<file path="config.mk">
export PLATFORM = sky130hd
export DESIGN_NAME = alu_operand_entry
export DESIGN_NICKNAME = d
export VERILOG_FILES = /design/src/rtl/alu_pkg.sv /design/src/rtl/btn_debounce.sv /design/src/rtl/alu_operand_entry.sv
export SDC_FILE = /design/constraint.sdc
export NUM_CORES = 1
export LEC_CHECK = 0
export CAP_MARGIN = 20
export CORE_MARGIN = 2
export CORE_UTILIZATION = 45
export DETAILED_ROUTE_END_ITERATION = 10
export HOLD_SLACK_MARGIN = 0.1
export PLACE_DENSITY = 0.79
export SYNTH_ARGS = -nofsm -noshare
export SYNTH_HDL_FRONTEND = slang
export SYNTH_HIERARCHICAL = 1
export SYNTH_SLANG_ARGS = --single-unit
</file>
<file path="constraint.sdc">
create_clock -name clk -period 1.85 [get_ports clk]
set_input_delay 0.185 -clock clk [delete_from_list [all_inputs] [get_ports clk]]
set_output_delay 0.185 -clock clk [all_outputs]
set_load 0.02 [all_outputs]
</file>
<file path="src/rtl/alu_pkg.sv">
// Shared definitions for the ALU operand-entry front end and its consumers.
package alu_pkg;

  // Default operand width, matching the ALU datapath.
  localparam int DEF_WIDTH = 3;

  // ALU opcode width.
  localparam int OP_W = 2;

  // Entry stage encodings. The display mux decodes these directly.
  typedef enum logic [1:0] {
    STG_A    = 2'd0,
    STG_B    = 2'd1,
    STG_OP   = 2'd2,
    STG_SHOW = 2'd3
  } stage_e;

endpackage

</file>
<file path="src/rtl/btn_debounce.sv">
// Push-button conditioner: 2-flop synchroniser, run-length debounce and
// a registered one-cycle pulse on every accepted 0->1 transition.
module btn_debounce #(
  parameter int DEB_CYCLES = 16
) (
  input  logic clk,
  input  logic rst,
  input  logic btn_raw,
  output logic press
);

  localparam int DEB_W = $clog2(DEB_CYCLES);

  if (DEB_CYCLES < 2) begin : g_bad_deb
    $error("btn_debounce: DEB_CYCLES must be >= 2");
  end

  logic [1:0]       r_sync;
  logic             r_db;
  logic [DEB_W-1:0] r_cnt;
  logic             r_press;
  logic             w_btn_s;

  assign w_btn_s = r_sync[1];
  assign press   = r_press;

  // Synchronise the raw level; nothing else looks at btn_raw.
  always_ff @(posedge clk) begin
    if (rst) r_sync <= '0;
    else     r_sync <= {r_sync[0], btn_raw};
  end

  // Accept a new level only after DEB_CYCLES consecutive disagreeing
  // samples; any agreeing sample restarts the run. The press pulse is
  // produced in the same edge as the accepted rise so the FSM acts one
  // edge later.
  always_ff @(posedge clk) begin
    if (rst) begin
      r_db    <= 1'b0;
      r_cnt   <= '0;
      r_press <= 1'b0;
    end else if (w_btn_s == r_db) begin
      r_cnt   <= '0;
      r_press <= 1'b0;
    end else if (r_cnt == DEB_W'(DEB_CYCLES - 1)) begin
      r_db    <= w_btn_s;
      r_cnt   <= '0;
      r_press <= w_btn_s;
    end else begin
      r_cnt   <= r_cnt + DEB_W'(1);
      r_press <= 1'b0;
    end
  end

endmodule

</file>
<file path="src/rtl/alu_operand_entry.sv">
// Operator entry front end: debounced button steps A -> B -> OP -> SHOW,
// latching the synchronised switches into in1, in2 and op, and pulses
// valid once when a complete operand set has been entered.
module alu_operand_entry
  import alu_pkg::*;
#(
  parameter int WIDTH      = DEF_WIDTH,
  parameter int DEB_CYCLES = 16
) (
  input  logic             clk,
  input  logic             rst,
  input  logic             btn_raw,
  input  logic [WIDTH-1:0] sw_raw,
  output logic [WIDTH-1:0] in1,
  output logic [WIDTH-1:0] in2,
  output logic [OP_W-1:0]  op,
  output logic             valid,
  output logic [1:0]       stage
);

  if (WIDTH < 2) begin : g_bad_width
    $error("alu_operand_entry: WIDTH must be >= 2");
  end

  logic [WIDTH-1:0] r_sw_m;
  logic [WIDTH-1:0] r_sw_s;
  logic [WIDTH-1:0] r_in1;
  logic [WIDTH-1:0] r_in2;
  logic [OP_W-1:0]  r_op;
  logic             r_valid;
  stage_e           r_stage;
  stage_e           w_stage_nxt;
  logic             w_press;

  btn_debounce #(
    .DEB_CYCLES (DEB_CYCLES)
  ) u_btn (
    .clk     (clk),
    .rst     (rst),
    .btn_raw (btn_raw),
    .press   (w_press)
  );

  // Switches are only synchronised; bounce is harmless because they are
  // sampled once, in the press cycle.
  always_ff @(posedge clk) begin
    if (rst) begin
      r_sw_m <= '0;
      r_sw_s <= '0;
    end else begin
      r_sw_m <= sw_raw;
      r_sw_s <= r_sw_m;
    end
  end

  // Stage register.
  always_ff @(posedge clk) begin
    if (rst) r_stage <= STG_A;
    else     r_stage <= w_stage_nxt;
  end

  // Next stage: advance one step per press, otherwise hold.
  always_comb begin
    w_stage_nxt = r_stage;
    if (w_press) begin
      case (r_stage)
        STG_A:    w_stage_nxt = STG_B;
        STG_B:    w_stage_nxt = STG_OP;
        STG_OP:   w_stage_nxt = STG_SHOW;
        STG_SHOW: w_stage_nxt = STG_A;
        default:  w_stage_nxt = STG_A;
      endcase
    end
  end

  // Operand/opcode loads; values persist until overwritten or reset, so
  // the ALU sees partial updates and only valid marks a coherent set.
  always_ff @(posedge clk) begin
    if (rst) begin
      r_in1 <= '0;
      r_in2 <= '0;
      r_op  <= '0;
    end else if (w_press) begin
      case (r_stage)
        STG_A:   r_in1 <= r_sw_s;
        STG_B:   r_in2 <= r_sw_s;
        STG_OP:  r_op  <= r_sw_s[OP_W-1:0];
        default: ;
      endcase
    end
  end

  // valid is high only in the first SHOW cycle of each pass.
  always_ff @(posedge clk) begin
    if (rst) r_valid <= 1'b0;
    else     r_valid <= w_press && (r_stage == STG_OP);
  end

  assign in1   = r_in1;
  assign in2   = r_in2;
  assign op    = r_op;
  assign valid = r_valid;
  assign stage = r_stage;

endmodule

</file>
# After elaboration in Yosys (flattened, before gate mapping)
# Index checks and enable logic that the tools add are counted.
[classes]
bitwise = 2
reduce_logical = 8
add_sub_neg = 1
n_eq_ne = 5
n_mux = 1
[ops]
columns = ["cell", "count"]
rows = [
  ["2-bit case mux with 4 select lines", 1],
  ["2-bit AND reduction", 4],
  ["3-bit OR reduction", 2],
  ["4-bit by 1-bit adder with 4-bit output (second input constant)", 1],
  ["2-bit equality test (second input constant)", 2],
  ["4-bit equality test (second input constant)", 1],
  ["2-bit by 1-bit equality test with 1-bit output (second input constant)", 1],
  ["2-bit zero test", 1],
  ["1-bit inverter", 2],
  ["1-bit equality test", 1],
  ["1-bit logical AND", 1],
]
[totals]
reg_bits = 25
output_inout_bits = 11
in_bits = 6
elab_cells = 28

# Depth between registers and ports, before layout
# Gate-level depths: netlist of the first run.
[logic_depth]
ltp_word = 3
depth_mapped = 4
ltp_nobuf = 4

# By module
# The synthesis of the first run kept the hierarchy.
[by_module_without_submodules]
columns = ["module", "cells_each", "area_each_um2", "seq_area_each_um2", "instances"]
rows = [
  ["alu_operand_entry", 58, 633.1, 340.3, 1],
  ["btn_debounce", 25, 281.5, 160.2, 1],
]

# Worst setup path after synthesis of the first run
# No wires, ideal clock.
[synth_timing]
path_type = "register -> register"
from = "register r_stage[0] (netlist: stage[0])"
to = "register r_valid (netlist: valid)"
path_stages_with_launch = 5
period_less_slack_ns = 1.221
slack_ns = 0.629
path_buffers = 0
setup_ns = 0.114
t_required_ns = 1.736
arrival_time_ns = 1.107
cell_sequence = "dfxtp_1 -> inv_1 -> ha_1 -> and2_2 -> and2b_1"
[synth_between]
elab_chain_len = 2
[synth_lines]
columns = ["element", "line", "source"]
rows = [
  ["from (decl)", "alu_operand_entry.sv:31", "stage_e r_stage;"],
  ["from (signal assigned)", "alu_operand_entry.sv:59", "else r_stage <= w_stage_nxt;"],
  ["2-bit equality test", "alu_operand_entry.sv:96", "else r_valid <= w_press && (r_stage == STG_OP);"],
  ["1-bit logical AND", "alu_operand_entry.sv:96", ""],
  ["to (signal assigned)", "alu_operand_entry.sv:96", ""],
  ["to (decl)", "alu_operand_entry.sv:30", "logic r_valid;"],
]
# Every way passes these cells.
# A chain may end at the register's enable or synchronous reset.

# Final worst setup path of the first run
[layout_timing]
from = "register r_stage[0] (netlist: stage[0])"
to = "output port stage[0]"
[layout_rtl]
columns = ["element", "line", "source"]
rows = [
  ["to (decl)", "alu_operand_entry.sv:18", "output logic [1:0] stage"],
]
# No word-level cell between the ends.

==> out/results.txt, run 1 <==
Top post-synthesis cells by count: 25 x dfxtp_1, 11 x nand2b_1, 10 x mux2i_1, 8 x nor2b_1, 7 x nor2_1
Clock Latency Late Sink: 0.32 ns
Die X: 49.1 um
Ys flop type: dfxtp_1
Pre-Repair DR Iteration Count: 4
Critical path fanouts, max: 4
Initial antenna violation count: 0
Sw Pwr: 0.178 mW
Largest net degree at the start of global routing: 20
Yosys cell types: 18
Total power: 0.828 mW
CTS resizes: 0
Syn avg cell area: 11.0 sq um
Routed len/inst: 11.2 um
Total negative slack: 0 ns
CTS Hold Bufs: 0
Gate Count Post-Synth: 83
CTS buffer count: 3
Synth Area in Adders: 0.0547
CTS tree: built
Flop pwr share: 0.664
Synth Area in Compound Gates: 0.00821
First-pass GRT wire length: 2530 um
P per Cell Area: 729 nW/um^2
Setup bufs post-CTS: 0
Synth area leaders: dfxtp_1 55%, mux2i_1 11%, nand2b_1 7.5%, ha_1 5.5%, nor2b_1 5.5%
Clk_skew: 0.00985 ns
RSZ-0062 raised after global routing: false
Number of synthesized flops with an enable pin: 0
Vias in the first global route: 584
Initial Utilization: 0.471
Mux cell area share after synthesis: 0.109
Worst-path cell chain: clkdlybuf4s50_1
Worst EP arrival: 1.33 ns
Sequential element share of the synthesized area: 0.547
Register area: 500 sq um
Int Pwr: 0.650 mW
Yosys synthesis warning count: 6
Inst Count DP: 125
Die area: 2410 sq um
Comb power frac: 0.040
Detail Route Antenna Nets: 0
Simple-Gate Fraction of Synth Area: 0.228
Worst slew margin: 0.631
Routed vias: 598
Gr ovfl total: 0
Critical Path Sink Type: output pin
Post-synth top area share: 0.547
Clock Path Buffers: 2
Die Height: 49.1 um
GRT busiest layer: met2
Fin cells: 129
Switching Fraction: 0.215
Outcome: finished clean
# diodes: 0
Aggregate global-route resource usage: 0.141
Post-synth top area cell: dfxtp_1
Final net count: 113
Hold WC Path Type: input port to flop
IO buf count: 16
Hold Fails Final Rpt: 0
Final worst-path cycle share: 0.819
CTS root buffer: clkbuf_4
Reg2reg setup slack: 0.70 ns
Clock power frac: 0.296
Crit path max-delay family: buffers and inverters
Footprint of the multi-input gates: 393 sq um
Critical path required time: 1.66 ns
Leakage: 0.468 nW
Largest family of logic cells by synthesized area: simple AND/OR/NAND/NOR gates
Worst-Margin Slew: 0.552 ns
Syn_nets: 93
Final setup fails: 0
H-tree lvl count: 1
Bufs and invs on worst path: 1
P&R area growth vs syn: 24.2%
Slew Viols, Final: 0
Setup crit start kind: flop
Core Rows: 16
Via density: 4.64
GRT met1 Usage: 0.160
Max incr delay on CP: 0.62 ns
Clock transition at path regs: 0.14 ns
GPL Wtd Cong: 0.710
1st-iter DRT viols: 8
WS Path Type: flop to output pin
Final wirelength: 1440 um
Fillers: 182
Post-synthesis xor/xnor area fraction: 0.0287
Share of cells above drive strength 1: 0.0784
Post-route DRC: 0
Count leader, synth: dfxtp_1
Top Ports: 17
Peak supply drop: 0.549 mV
Final Util: 0.585
GR Layer Usage met3: 0.0368
Clock Sink Count: 25
DP HPWL: 1060 um
#FFs+latches synth: 25
Post-Syn Area: 915 sq um
Critical path's slowest cell: clkdlybuf4s50_1
Met2 global-route usage: 0.241
Ys async rst share: 0
Max Cap Viol: 0
Max Freq: 660 MHz
Core Area: 1940 sq um
Final min period: 1.52 ns
==> registers in the layout (all words and copies together) (netlist names) <==
signal,cells
in1,3
in2,3
op,2
r_sw_m,3
r_sw_s,3
stage,2
u_btn/press,1
u_btn/r_cnt,4
u_btn/r_db,1
u_btn/r_sync,2
valid,1
==> worst paths after layout <==
kind	startpoint	endpoint	cells past startpoint
max	stage[0]	stage[0]	1
min	sw_raw[2]	r_sw_m[2]	2
max reg2reg	stage[0]	valid	4
min reg2reg	u_btn/r_sync[0]	u_btn/r_sync[1]	1
==> worst reg2reg max path, cell delays in order, from the launching register on <==
cell and delay, ns:
dfxtp_1 0.40, inv_1 0.08, ha_1 0.21, and2_2 0.22
and2b_1 0.16
==> kinds of logic (layout without fill, tap and decap cells) <==
group,count (synthesis),count (layout)
compound gates,1,1
fa+ha+maj,4,4
simple gates,35,35
flops,25,25
buf+inv,5,24
xor+xnor,3,3
mux,10,10
==> power groups by stage <==
stage	sequential [mW]	clock [mW]	combinational, mW
2_1_floorplan	0.561	0	0.0175
3_3_place_gp	0.562	0	0.0314
3_5_place_dp	0.562	0	0.0331
4_1_cts	0.550	0.258	0.0333
5_1_grt	0.551	0.279	0.0369
6_report	0.550	0.245	0.0329
==> cell type report <==
| class | instances | share of cell area |
|---|---|---|
| tap | 27 | 0.0297 |
| inverter | 3 | 0.00991 |
| clock inverter | 1 | 0.00661 |
| timing repair buffer | 17 | 0.148 |
| clock buffer | 3 | 0.0198 |
| multi-input combinational | 53 | 0.346 |
| sequential | 25 | 0.441 |
==> stage by stage <==
step	cell area (sq um)	worst slack, ns	hold slack, ns
floorplan	915	0.629	0.257
global route	1140	0.255	0.400
detailed placement	1110	0.403	0.430
finish	1140	0.335	0.399
CTS	1140	0.310	0.395
global placement	1110	0.465	0.418
==> cell usage in the layout, fill, tap and decap left out, drive strengths merged <==
cell           count
a211oi             1
and2               1
and2b              1
and3b              1
buf                1
clkbuf             3
clkdlybuf4s50     16
clkinvlp           1
dfxtp             25
ha                 4
inv                3
mux2i             10
nand2              2
nand2b            11
nand3              2
nand3b             1
nor2               7
nor2b              8
nor4b              1
xor2               3
==> routing by layer <==
layer  wire (um)  vias up
met4          25        0
li1            -      305
met2         710       12
met1         657      277
met3          47        4
met5           0        -
Note: power is estimated with default switching activity, not from simulation.
==> inputs of run 2 (changes only) <==
==> constraint.sdc (replaced) <==
create_clock -name clk -period 1.56 [get_ports clk]
set_input_delay 0.156 -clock clk [delete_from_list [all_inputs] [get_ports clk]]
set_output_delay 0.156 -clock clk [all_outputs]
set_load 0.02 [all_outputs]
==> out/results.txt, run 2 (synthesis results as in run 1) <==
Outcome: finished clean
Detail Route Antenna Nets: 0 (unchanged)
Worst EP arrival: 1.33 ns (about the same)
Peak supply drop: 0.652 mV (+19%)
Share of cells above drive strength 1: 0.0784 (unchanged)
Critical path fanouts, max: 4 (unchanged)
Slew Viols, Final: 0 (unchanged)
WS Path Type: flop to output pin
Total negative slack: 0 ns (unchanged)
Max Freq: 673 MHz
Hold Fails Final Rpt: 0 (unchanged)
Largest net degree at the start of global routing: 20 (unchanged)
Most common cell after layout, fill and taps aside: dfxtp_1
Top Ports: 17 (unchanged)
Hold slack: 0.370 ns (-0.0290 ns)
Die Height: 49.1 um (unchanged)
Worst slew margin: 0.631 (unchanged)
Aggregate global-route resource usage: 0.141 (unchanged)
Core Rows: 16 (unchanged)
Die area: 2410 sq um (unchanged)
Inst Count DP: 125 (unchanged)
Hold WC Path Type: input port to flop
GPL Wtd Cong: 0.710 (unchanged)
Clock transition at path regs: 0.14 ns (about the same)
Commonest non-fill, non-tap cells in the layout: 25 x dfxtp_1, 15 x clkdlybuf4s50_1, 11 x nand2b_1
Routed len/inst: 11.2 um (about the same)
Final net count: 113 (unchanged)
First-pass GRT wire length: 2530 um (unchanged)
Pre-Repair DR Iteration Count: 4 (unchanged)
P&R area growth vs syn: 24.5%
Clock Path Buffers: 2 (unchanged)
Critical path's slowest cell: clkdlybuf4s50_1
Worst-Margin Slew: 0.552 ns (unchanged)
Setup bufs post-CTS: 0 (unchanged)
Vias in the first global route: 584 (unchanged)
Setup crit start kind: flop
Max reg flops: 4 (unchanged)
CTS tree: built
Gr ovfl total: 0 (unchanged)
CTS resizes: 0 (unchanged)
Final worst-path cycle share: 0.953
RSZ-0062 raised after global routing: false
DP HPWL: 1060 um (unchanged)
Die X: 49.1 um (unchanged)
CTS Hold Bufs: 0 (unchanged)
Bufs and invs on worst path: 1 (unchanged)
Final wirelength: 1440 um (about the same)
Worst-path cell chain: clkdlybuf4s50_1
H-tree lvl count: 1 (unchanged)
Final min period: 1.49 ns
Max incr delay on CP: 0.62 ns (about the same)
Clock Latency Late Sink: 0.32 ns (about the same)
Max Cap Viol: 0 (unchanged)
1st-iter DRT viols: 8 (unchanged)
Crit path max-delay family: buffers and inverters
CTS root buffer: clkbuf_4
Final setup fails: 0 (unchanged)
Initial antenna violation count: 0 (unchanged)
Fillers: 181 (-0.55%)
P per Cell Area: 863 nW/um^2 (+18%)
CTS buffer count: 3 (unchanged)
Core Area: 1940 sq um (unchanged)
Clock Sink Count: 25 (unchanged)
Leakage: 0.487 nW (+4.0%)
Routed vias: 598 (unchanged)
Critical Path Sink Type: output pin
Reg with most FFs: u_btn/r_cnt
Initial Utilization: 0.471 (unchanged)
Fin cells: 129 (unchanged)
Critical path required time: 1.40 ns (-0.26 ns)
# diodes: 0 (unchanged)
Post-route DRC: 0 (unchanged)
Clk_skew: 0.00985 ns (unchanged)
IO buf count: 16 (unchanged)
Via density: 4.64 (unchanged)
## run 2: cell count changes in the layout (fill, tap and decap cells not counted), sizes merged
cell	change
dlymetal6s2s	+1
clkdlybuf4s50	-1
## run 2: layer usage
| layer | global-route usage | vias to the layer above | wire length, um |
|---|---|---|---|
| met1 | 0.160 | 277 | 656 |
| li1 | - | 305 | - |
| met2 | 0.241 | 12 | 712 |
| met4 | 0.0714 | 0 | 25 |
| met3 | 0.0368 | 4 | 47 |
| met5 | 0 | - | 0 |
## run 2: report_power, final
group	switching (mW)	internal [mW]
logic	0.0148	0.0242
clock network	0.193	0.0980
registers	0.00333	0.649
## run 2: path summary, 6_finish.rpt
kind	from	to	slack, ns	cells after the start
worst max-delay path	stage[0]	stage[0]	0.07	1
worst min-delay path	sw_raw[2]	r_sw_m[2]	0.37	2
worst max register to register	stage[0]	valid	0.41	4
worst min register to register	u_btn/r_sync[0]	u_btn/r_sync[1]	0.44	1
## run 2: area by class of cell
type                    count  area [sq um]  share of cell area
multi-input cells          53           393               0.345
clock inverters             1          7.51             0.00659
clock buffers               3          22.5              0.0198
inverters                   3          11.3             0.00989
repair buffers             17           170               0.149
flip-flops and latches     25           500               0.440
well taps                  27          33.8              0.0297
## run 2: per-stage QoR
stage / power (mW) / setup WS, ns / utilization / instance area [sq um]
final: 0.982 / 0.0739 / 0.586 / 1140
after global placement: 0.703 / 0.204 / 0.570 / 1110
after detailed placement: 0.706 / 0.142 / 0.570 / 1110
after CTS: 0.998 / 0.0491 / 0.585 / 1140
after floorplan: 0.686 / 0.339 / - / 915
after global routing: 1.03 / 0.00856 / 0.586 / 1140
==> variant: new RTL, flow settings as in run 2 <==
Change the package constant `DEF_WIDTH` from 3 to 6.
--- a/src/rtl/alu_pkg.sv
+++ b/src/rtl/alu_pkg.sv
@@ -2,7 +2,7 @@
 package alu_pkg;
 
   // Default operand width, matching the ALU datapath.
-  localparam int DEF_WIDTH = 3;
+  localparam int DEF_WIDTH = 6;
 
   // ALU opcode width.
   localparam int OP_W = 2;
Ports: changed (resized in1, in2 and sw_raw); port bits go from 17 to 26. The function was not compared with the original's and may differ.
==> variant against run 2 <==
  * Critical endpoint is now in1[0]
  * Global-route usage grew 1.0 points
  * Synthesized area up 44%
  * Final area is 48% higher
  * Clock skew decreased by 2.4 ps
  * Routed wire length grew 51%
  * Setup slack better by 30 ps
  * Power grew 61%
  * Die area is 41% higher
  * Sequential cell count up 12
  * Register-to-register slack got worse by 100 ps
  * Sequential power increased by 48%
  * Critical path depth unchanged
  * Final cell count rose by 39%
==> variant: results (changes against run 2) <==
[run_status]
status=completed

[timing]
max_freq_mhz=686.8  ; +2.1%
finalHoldViolCount=0  ; unchanged
whs_ps=374.2  ; +4.235 ps
skew_ps=7.451  ; -2.398 ps
relSlewSlack=0.7682  ; +0.1375

[synth]
yosys.cell_types.count=20  ; +2
synth-xor-area-share=0.01989  ; -0.008841
synth_warnings=6  ; unchanged
ys_seq_area_frac=0.5606  ; +0.01341
async_reset_ff_frac=0  ; unchanged
synth.area.top_cells=dfxtp_1, mux2i_1, nand2b_1
synthMuxAreaShare=0.1212  ; +0.01177
ys_top_cells_by_count=dfxtp_1, nand2b_1, mux2i_1, nor2b_1, nor2_1
synth_fa_ha_area_frac=0.03788  ; -0.01684
synth_compound_area_frac=0.005682  ; -0.002526
synthesis.nets=131  ; +41%

[drt]
dr.pass1.iters=3  ; -1
drtIter0Drc=5  ; -3
vias=847  ; +42%
wirelength_um=2176  ; +51%

[worst_setup_path]
cp_max_fo=2  ; -2
cpPeakStageDelay_ps=610
crit_family=buffers and inverters
rrSetupSlack_ps=310  ; -100 ps
cp.arrival_ps=1300  ; -30 ps

[place]
place_ws_ps=296.9  ; +154.8 ps
dpl.hpwl_um=1571  ; +48%
port_buffers=25  ; +9
gp_congestion=0.6671  ; -6.1%

[power]
irDropWorstVdd_v=0.001103  ; +69%
p_leak_nw=0.7154  ; +47%

[final_layout]
nFillCells=242  ; +34%
nets=160  ; +42%
drive_above_1_share=0.08108  ; +0.002650

[clock_network]
cts.reportedPaths.clkPinSlew_ps=110  ; -30 ps
htree_levels=2  ; +1
cts_setup_buffers=0  ; unchanged
cts_buffers=5  ; +2

[global_routing]
first_global_vias=927  ; +59%
globalRouteTotalUtil=0.1512  ; +0.01038
grt_start_max_net_pins=42  ; +110%
grt_pass1_wl_um=3788  ; +50%

variant: changes by cell type in the layout (fill, tap and decap cells not counted), moves of 2 or more:
cell,before,now
clkbuf_8,0,2
clkdlybuf4s50_1,15,23
mux2i_1,10,16
nor2b_1,8,14
clkbuf_4,3,5
dfxtp_1,25,37
nand2b_1,11,20
variant: layer usage:
metal / vias up / wire, um / GRT usage
met5: - / 0 / 0
met1: 383 / 912 / 0.1552
met3: 7 / 123 / 0.05134
met4: 0 / 46 / 0.07973
met2: 22 / 1093 / 0.2695
li1: 435 / - / -
variant: stage by stage:
step / utilization / std cells / total power, mW / area [um^2]
floorplan: - / 118 / 1.019 / 1321
global placement: 0.5771 / 171 / 1.049 / 1605
detailed placement: 0.5771 / 171 / 1.053 / 1605
CTS: 0.6023 / 179 / 1.607 / 1675
global route: 0.6041 / 179 / 1.661 / 1680
finish: 0.6041 / 179 / 1.580 / 1680
variant: cell families after synthesis:
family	Yosys count
compound gates	1
buf+inv	7
fa+ha+maj	4
simple gates	50
flops	37
xor+xnor	3
mux	16
variant: cell type report:
type,instances,area share
clock buffers,7,0.03872
clock inverters,1,0.002978
repair buffers,26,0.1638
flip-flops and latches,37,0.4408
well taps,31,0.02308
multi-input cells,74,0.3239
inverters,3,0.006701
variant: final timing paths:
kind / from / cells past startpoint / end
worst max-delay path: in1[0] / 1 / in1[0]
worst min-delay path: sw_raw[5] / 2 / r_sw_m[5]
worst max register to register: stage[1] / 4 / in1[3]
worst min register to register: r_sw_m[5] / 1 / r_sw_s[5]
variant: where the power goes:
| group | internal [mW] | switching [mW] | leakage, nW |
|---|---|---|---|
| Sequential | 0.961 | 0.00482 | 0.301 |
| Clock | 0.261 | 0.290 | 0.0413 |
| Combinational | 0.0411 | 0.0221 | 0.373 |
